$ cat config.mk
export PLATFORM = sky130hd
export DESIGN_NAME = bpu
export DESIGN_NICKNAME = d
export VERILOG_FILES = /design/src/rtl/bpu.sv
export SDC_FILE = /design/constraint.sdc
export NUM_CORES = 2
export LEC_CHECK = 0
export BUFFER_PORTS_ARGS = -buffer_cell sky130_fd_sc_hd__buf_2
export CAP_MARGIN = 15
export CORE_MARGIN = 2
export CORE_UTILIZATION = 40
export CTS_BUF_LIST = sky130_fd_sc_hd__clkbuf_2 sky130_fd_sc_hd__clkbuf_4 sky130_fd_sc_hd__clkbuf_8
export DETAILED_ROUTE_END_ITERATION = 16
export GPL_TIMING_DRIVEN = 0
export HOLD_SLACK_MARGIN = 0.15
export SYNTH_ARGS = -nofsm -noshare
export SYNTH_HDL_FRONTEND = slang
export SYNTH_SLANG_ARGS = --single-unit
$ cat constraint.sdc
create_clock -name clk -period 7.2 [get_ports clk]
set_input_delay 0.72 -clock clk [delete_from_list [all_inputs] [get_ports clk]]
set_output_delay 0.72 -clock clk [all_outputs]
set_load 0.05 [all_outputs]
$ cat src/rtl/bpu.sv
// Branch prediction unit: direct-mapped table of tag/target/2-bit counter.
// Ports: clk/rstn; IF lookup (if_valid_i, if_pc_i, hold_i); flush_i;
//   EX resolution (ex_*_i); registered prediction (pred_*_o);
//   mispredict_o pulse; saturating statistics (br_cnt_o, miss_cnt_o).
module bpu #(
    parameter int ADDR_W  = 32,
    parameter int ENTRIES = 16,
    parameter int CNT_W   = 16
) (
    input  logic              clk,
    input  logic              rstn,
    input  logic              if_valid_i,
    input  logic [ADDR_W-1:0] if_pc_i,
    input  logic              hold_i,
    input  logic              flush_i,
    input  logic              ex_upd_valid_i,
    input  logic [ADDR_W-1:0] ex_pc_i,
    input  logic              ex_taken_i,
    input  logic [ADDR_W-1:0] ex_target_i,
    input  logic              ex_pred_taken_i,
    input  logic [ADDR_W-1:0] ex_pred_target_i,
    output logic              pred_hit_o,
    output logic              pred_taken_o,
    output logic [ADDR_W-1:0] pred_target_o,
    output logic              mispredict_o,
    output logic [CNT_W-1:0]  br_cnt_o,
    output logic [CNT_W-1:0]  miss_cnt_o
);

    localparam int IDX_W = $clog2(ENTRIES);
    localparam int TAG_W = ADDR_W - IDX_W - 2;

    logic [ENTRIES-1:0] valid_q;
    logic [TAG_W-1:0]   tag_q [ENTRIES];
    logic [ADDR_W-1:0]  tgt_q [ENTRIES];
    logic [1:0]         ctr_q [ENTRIES];

    logic              hit_q;
    logic              taken_q;
    logic [ADDR_W-1:0] ptgt_q;
    logic              mp_q;
    logic [CNT_W-1:0]  br_q;
    logic [CNT_W-1:0]  miss_q;

    // Byte-offset bits never participate in indexing or tagging.
    logic unused_pc;
    assign unused_pc = ^{if_pc_i[1:0], ex_pc_i[1:0]};

    // Lookup side
    logic [IDX_W-1:0] l_idx;
    logic [TAG_W-1:0] l_tag;
    logic             l_hit;
    logic             l_taken;

    assign l_idx   = if_pc_i[IDX_W+1:2];
    assign l_tag   = if_pc_i[ADDR_W-1:IDX_W+2];
    assign l_hit   = valid_q[l_idx] && (tag_q[l_idx] == l_tag);
    assign l_taken = l_hit && ctr_q[l_idx][1];

    // Update side
    logic [IDX_W-1:0]  e_idx;
    logic [TAG_W-1:0]  e_tag;
    logic              e_hit;
    logic              wr_en;
    logic [1:0]        ctr_d;
    logic [ADDR_W-1:0] tgt_d;
    logic              mp_d;

    assign e_idx = ex_pc_i[IDX_W+1:2];
    assign e_tag = ex_pc_i[ADDR_W-1:IDX_W+2];
    assign e_hit = valid_q[e_idx] && (tag_q[e_idx] == e_tag);

    // A not-taken miss leaves the table alone; flush discards the write.
    assign wr_en = ex_upd_valid_i && !flush_i && (e_hit || ex_taken_i);

    always_comb begin
        ctr_d = 2'b10;
        tgt_d = ex_taken_i ? ex_target_i : tgt_q[e_idx];
        if (e_hit) begin
            if (ex_taken_i)
                ctr_d = (ctr_q[e_idx] == 2'b11) ? 2'b11
                                                : ctr_q[e_idx] + 2'd1;
            else
                ctr_d = (ctr_q[e_idx] == 2'b00) ? 2'b00
                                                : ctr_q[e_idx] - 2'd1;
        end
    end

    assign mp_d = ex_upd_valid_i &&
                  ((ex_taken_i != ex_pred_taken_i) ||
                   (ex_taken_i && ex_pred_taken_i &&
                    (ex_target_i != ex_pred_target_i)));

    // Table state
    always_ff @(posedge clk or negedge rstn) begin
        if (!rstn) begin
            valid_q <= '0;
            for (int i = 0; i < ENTRIES; i++) begin
                tag_q[i] <= '0;
                tgt_q[i] <= '0;
                ctr_q[i] <= '0;
            end
        end else if (flush_i) begin
            valid_q <= '0;
        end else if (wr_en) begin
            valid_q[e_idx] <= 1'b1;
            tag_q[e_idx]   <= e_tag;
            tgt_q[e_idx]   <= tgt_d;
            ctr_q[e_idx]   <= ctr_d;
        end
    end

    // Prediction registers aligned with IF/ID
    always_ff @(posedge clk or negedge rstn) begin
        if (!rstn) begin
            hit_q   <= 1'b0;
            taken_q <= 1'b0;
            ptgt_q  <= '0;
        end else if (!hold_i) begin
            hit_q   <= if_valid_i && l_hit;
            taken_q <= if_valid_i && l_taken;
            ptgt_q  <= (if_valid_i && l_taken) ? tgt_q[l_idx] : '0;
        end
    end

    // Mispredict pulse and saturating statistics
    always_ff @(posedge clk or negedge rstn) begin
        if (!rstn) begin
            mp_q   <= 1'b0;
            br_q   <= '0;
            miss_q <= '0;
        end else begin
            mp_q <= mp_d;
            if (ex_upd_valid_i && !(&br_q))
                br_q <= br_q + 1'b1;
            if (mp_d && !(&miss_q))
                miss_q <= miss_q + 1'b1;
        end
    end

    assign pred_hit_o    = hit_q;
    assign pred_taken_o  = taken_q;
    assign pred_target_o = ptgt_q;
    assign mispredict_o  = mp_q;
    assign br_cnt_o      = br_q;
    assign miss_cnt_o    = miss_q;

endmodule

==> results.ini <==
[placement]
hpwl_mm=134
port_buffers=176
dp.cells=5672
finalWeightedCongestion=0.947

[synth]
syn_area_um2=56000
synth-simple-area-share=0.0230
yosys_warnings=0
synthTopCellsByArea=dfrtp_1 47%, mux4_2 22%, mux2_2 18%
yosysTopAreaCellShare=0.466
synth.distinct_cells=53
synth_top_family_by_area=multiplexers
synthAdderAreaFrac=0.000849
ys_seq_area_frac=0.466
synth-compound-area-share=0.0292
yosysMostFrequentCell=dfrtp_1
async_reset_ff_frac=1.00
syn_inst=3603
synth.avg_cell_area_um2=15.5
syn-num-nets=3742
synth-xor-area-share=0.0186
ys_seq_elements=1043
synthMuxAreaShare=0.425
synth_ff_type=dfrtp_1
netlist_top_cells_count=1043 x dfrtp_1, 903 x mux2_2, 545 x mux4_2
synth_top_cell_by_area=dfrtp_1
synth-edff-count=0

[cts]
cts_made_buffers=186
clock-sinks=1043
clockBufferDepth=3
h-tree-depth=4
tritoncts=yes
clockRootBuffer=clkbuf_8
clkTransAtPathRegs_ps=60
clock_latency_ps=960
cts_setup_buffers=0
post_cts_resized=0

[grt]
grt_start_max_net_pins=164
track_usage=0.280
grt_overflow=0
grt_pass1_vias=38135
antenna_found_initial=8
grt_pass1_wl_mm=284

[routing]
wl_per_cell_um=33.0
drt-initial-drc-count=3911
routed_wl_mm=199
vias_per_cell=6.23
drtAntennaViolNets=0
routed-via-count=37445
first_pass_iters=5
drc=0

[worst_setup_path]
worstSetupPathType=input pin to flip-flop
crit_arrival_ps=7140
cp_top_family=buffers and inverters
critPathSlowestCell=clkbuf_1
start_kind=input pin
critPathBufInv=5
cp.required_ps=8050
crit_path_cell_trace=clkbuf_1 -> buf_1 -> buf_1 -> clkbuf_1 -> a211oi_1 -> a21oi_1 -> xor2_1 -> nor4_1 -> nand3_1 -> nor4_4 -> buf_2 -> a32o_1
slowest_delay_ps=990
crit_path_end_kind=flip-flop
critPathMaxFanout=10

[pwr]
peakVddDrop_uv=142
p_per_area_nw_per_um2=249
p_leak_nw=28.6

[floorplanning]
core_um2=139000
die_area_um2=143000
io_pins=203
die_w_um=378
initial_utilization=0.402
chipHeight_um=378
rows=137

[sta]
fin_crit_sh=0.873
slew_headroom=0.142
clock-skew-final_ps=73.4
worst_pin_slew_ps=1290
whs_ps=258
finalHoldViolCount=0
slew_violations=0
rsz0062_at_grt=no
period_minus_slack_ps=6290
timing.fmax_mhz=159
fin_tns_setup_ps=0
setup_viol=0

[run_status]
status=finished clean

[layout]
layout-drive-gt1-share=0.525
area_growth_pct=13.8
regArea_um2=26100
multiInputGateArea_um2=27800
finalNonFillerCells=6014
fillers=12524
nets=4132

[min_path]
min_path_type=input pin to async pin

[job]
cap_violations=0

==> metrics by stage <==
stage	setup slack (ps)	util	total power, mW	instance area, um2
after floorplan	3360	-	8.84	56000
after global placement	-17880	0.425	9.79	59200
after detailed placement	387	0.428	9.86	59600
after CTS	1370	0.457	15.9	63700
after global routing	1170	0.458	16.4	63700
final	911	0.458	15.9	63700
==> path summary, 6_finish.rpt <==
path	start	endpoint	slack [ps]	cells after the start
max	if_pc_i[4]	pred_target_o[22]	910	12
min	rstn	pred_target_o[6]	260	2
max reg2reg	tag_q[150]	tag_q[68]	2630	11
min reg2reg	pred_target_o[9]	pred_target_o[9]	480	1
max in group asynchronous	rstn	br_cnt_o[0]	4220	6
min in group clk	ex_upd_valid_i	br_cnt_o[0]	270	3
==> area by class of cell <==
class	count	share of cell area
antenna	3	0.000118
buffer	351	0.0304
clock buffer	293	0.0569
clock inverter	37	0.00609
inverter	33	0.00194
multi-input combinational	2176	0.437
sequential	1043	0.410
tap	1876	0.0368
timing repair buffer	202	0.0214
==> metal layers <==
layer	up-vias	share of wire	GRT usage
met5	-	0.00029	0
li1	14731	-	-
met2	1970	0.46	0.431
met1	20250	0.41	0.377
met4	10	0.045	0.121
met3	484	0.086	0.0666
==> state kept, by name, summed over array words and instances (netlist names) <==
signal and flops:
tgt_q 512, tag_q 416, ctr_q 32, pred_target_o 32, br_cnt_o 16, miss_cnt_o 16, valid_q 16, mispredict_o 1
pred_hit_o 1, pred_taken_o 1
==> cells by family (layout without fill, tap and decap cells) <==
kind of cell | after synthesis | count (layout)
xor gates and xnor gates | 119 | 119
other | 0 | 3
DFF | 1043 | 1043
AOI/OAI and AO/OA | 197 | 197
muxes | 1579 | 1579
adders and majority gates | 4 | 4
and+or+nand+nor | 277 | 277
buffers and inverters | 384 | 916
==> report_power, final <==
group | switching [mW] | leakage [nW] | internal [mW]
Combinational | 1.39 | 12.4 | 1.39
Clock | 2.68 | 2.14 | 3.35
Sequential | 0.527 | 14.0 | 6.51
Total | 4.60 | 28.6 | 11.2
==> placed cells by master (no fill, tap or decap), types with 55 or more instances in the layout <==
cell type / instances
clkbuf_8: 228
clkbuf_4: 65
xnor2_1: 64
mux2_2: 903
clkbuf_1: 144
buf_6: 58
xor2_1: 55
nand2_1: 124
mux4_2: 545
dfrtp_1: 1043
mux2i_1: 88
buf_2: 283
==> repair_timing <==
action | in CTS | in global routing
hold buffers | 6 | 0
hold endpoints to repair | 207 | 0
endpoints found under the setup margin | 0 | 0
Note: power is estimated with default switching activity, not from simulation.
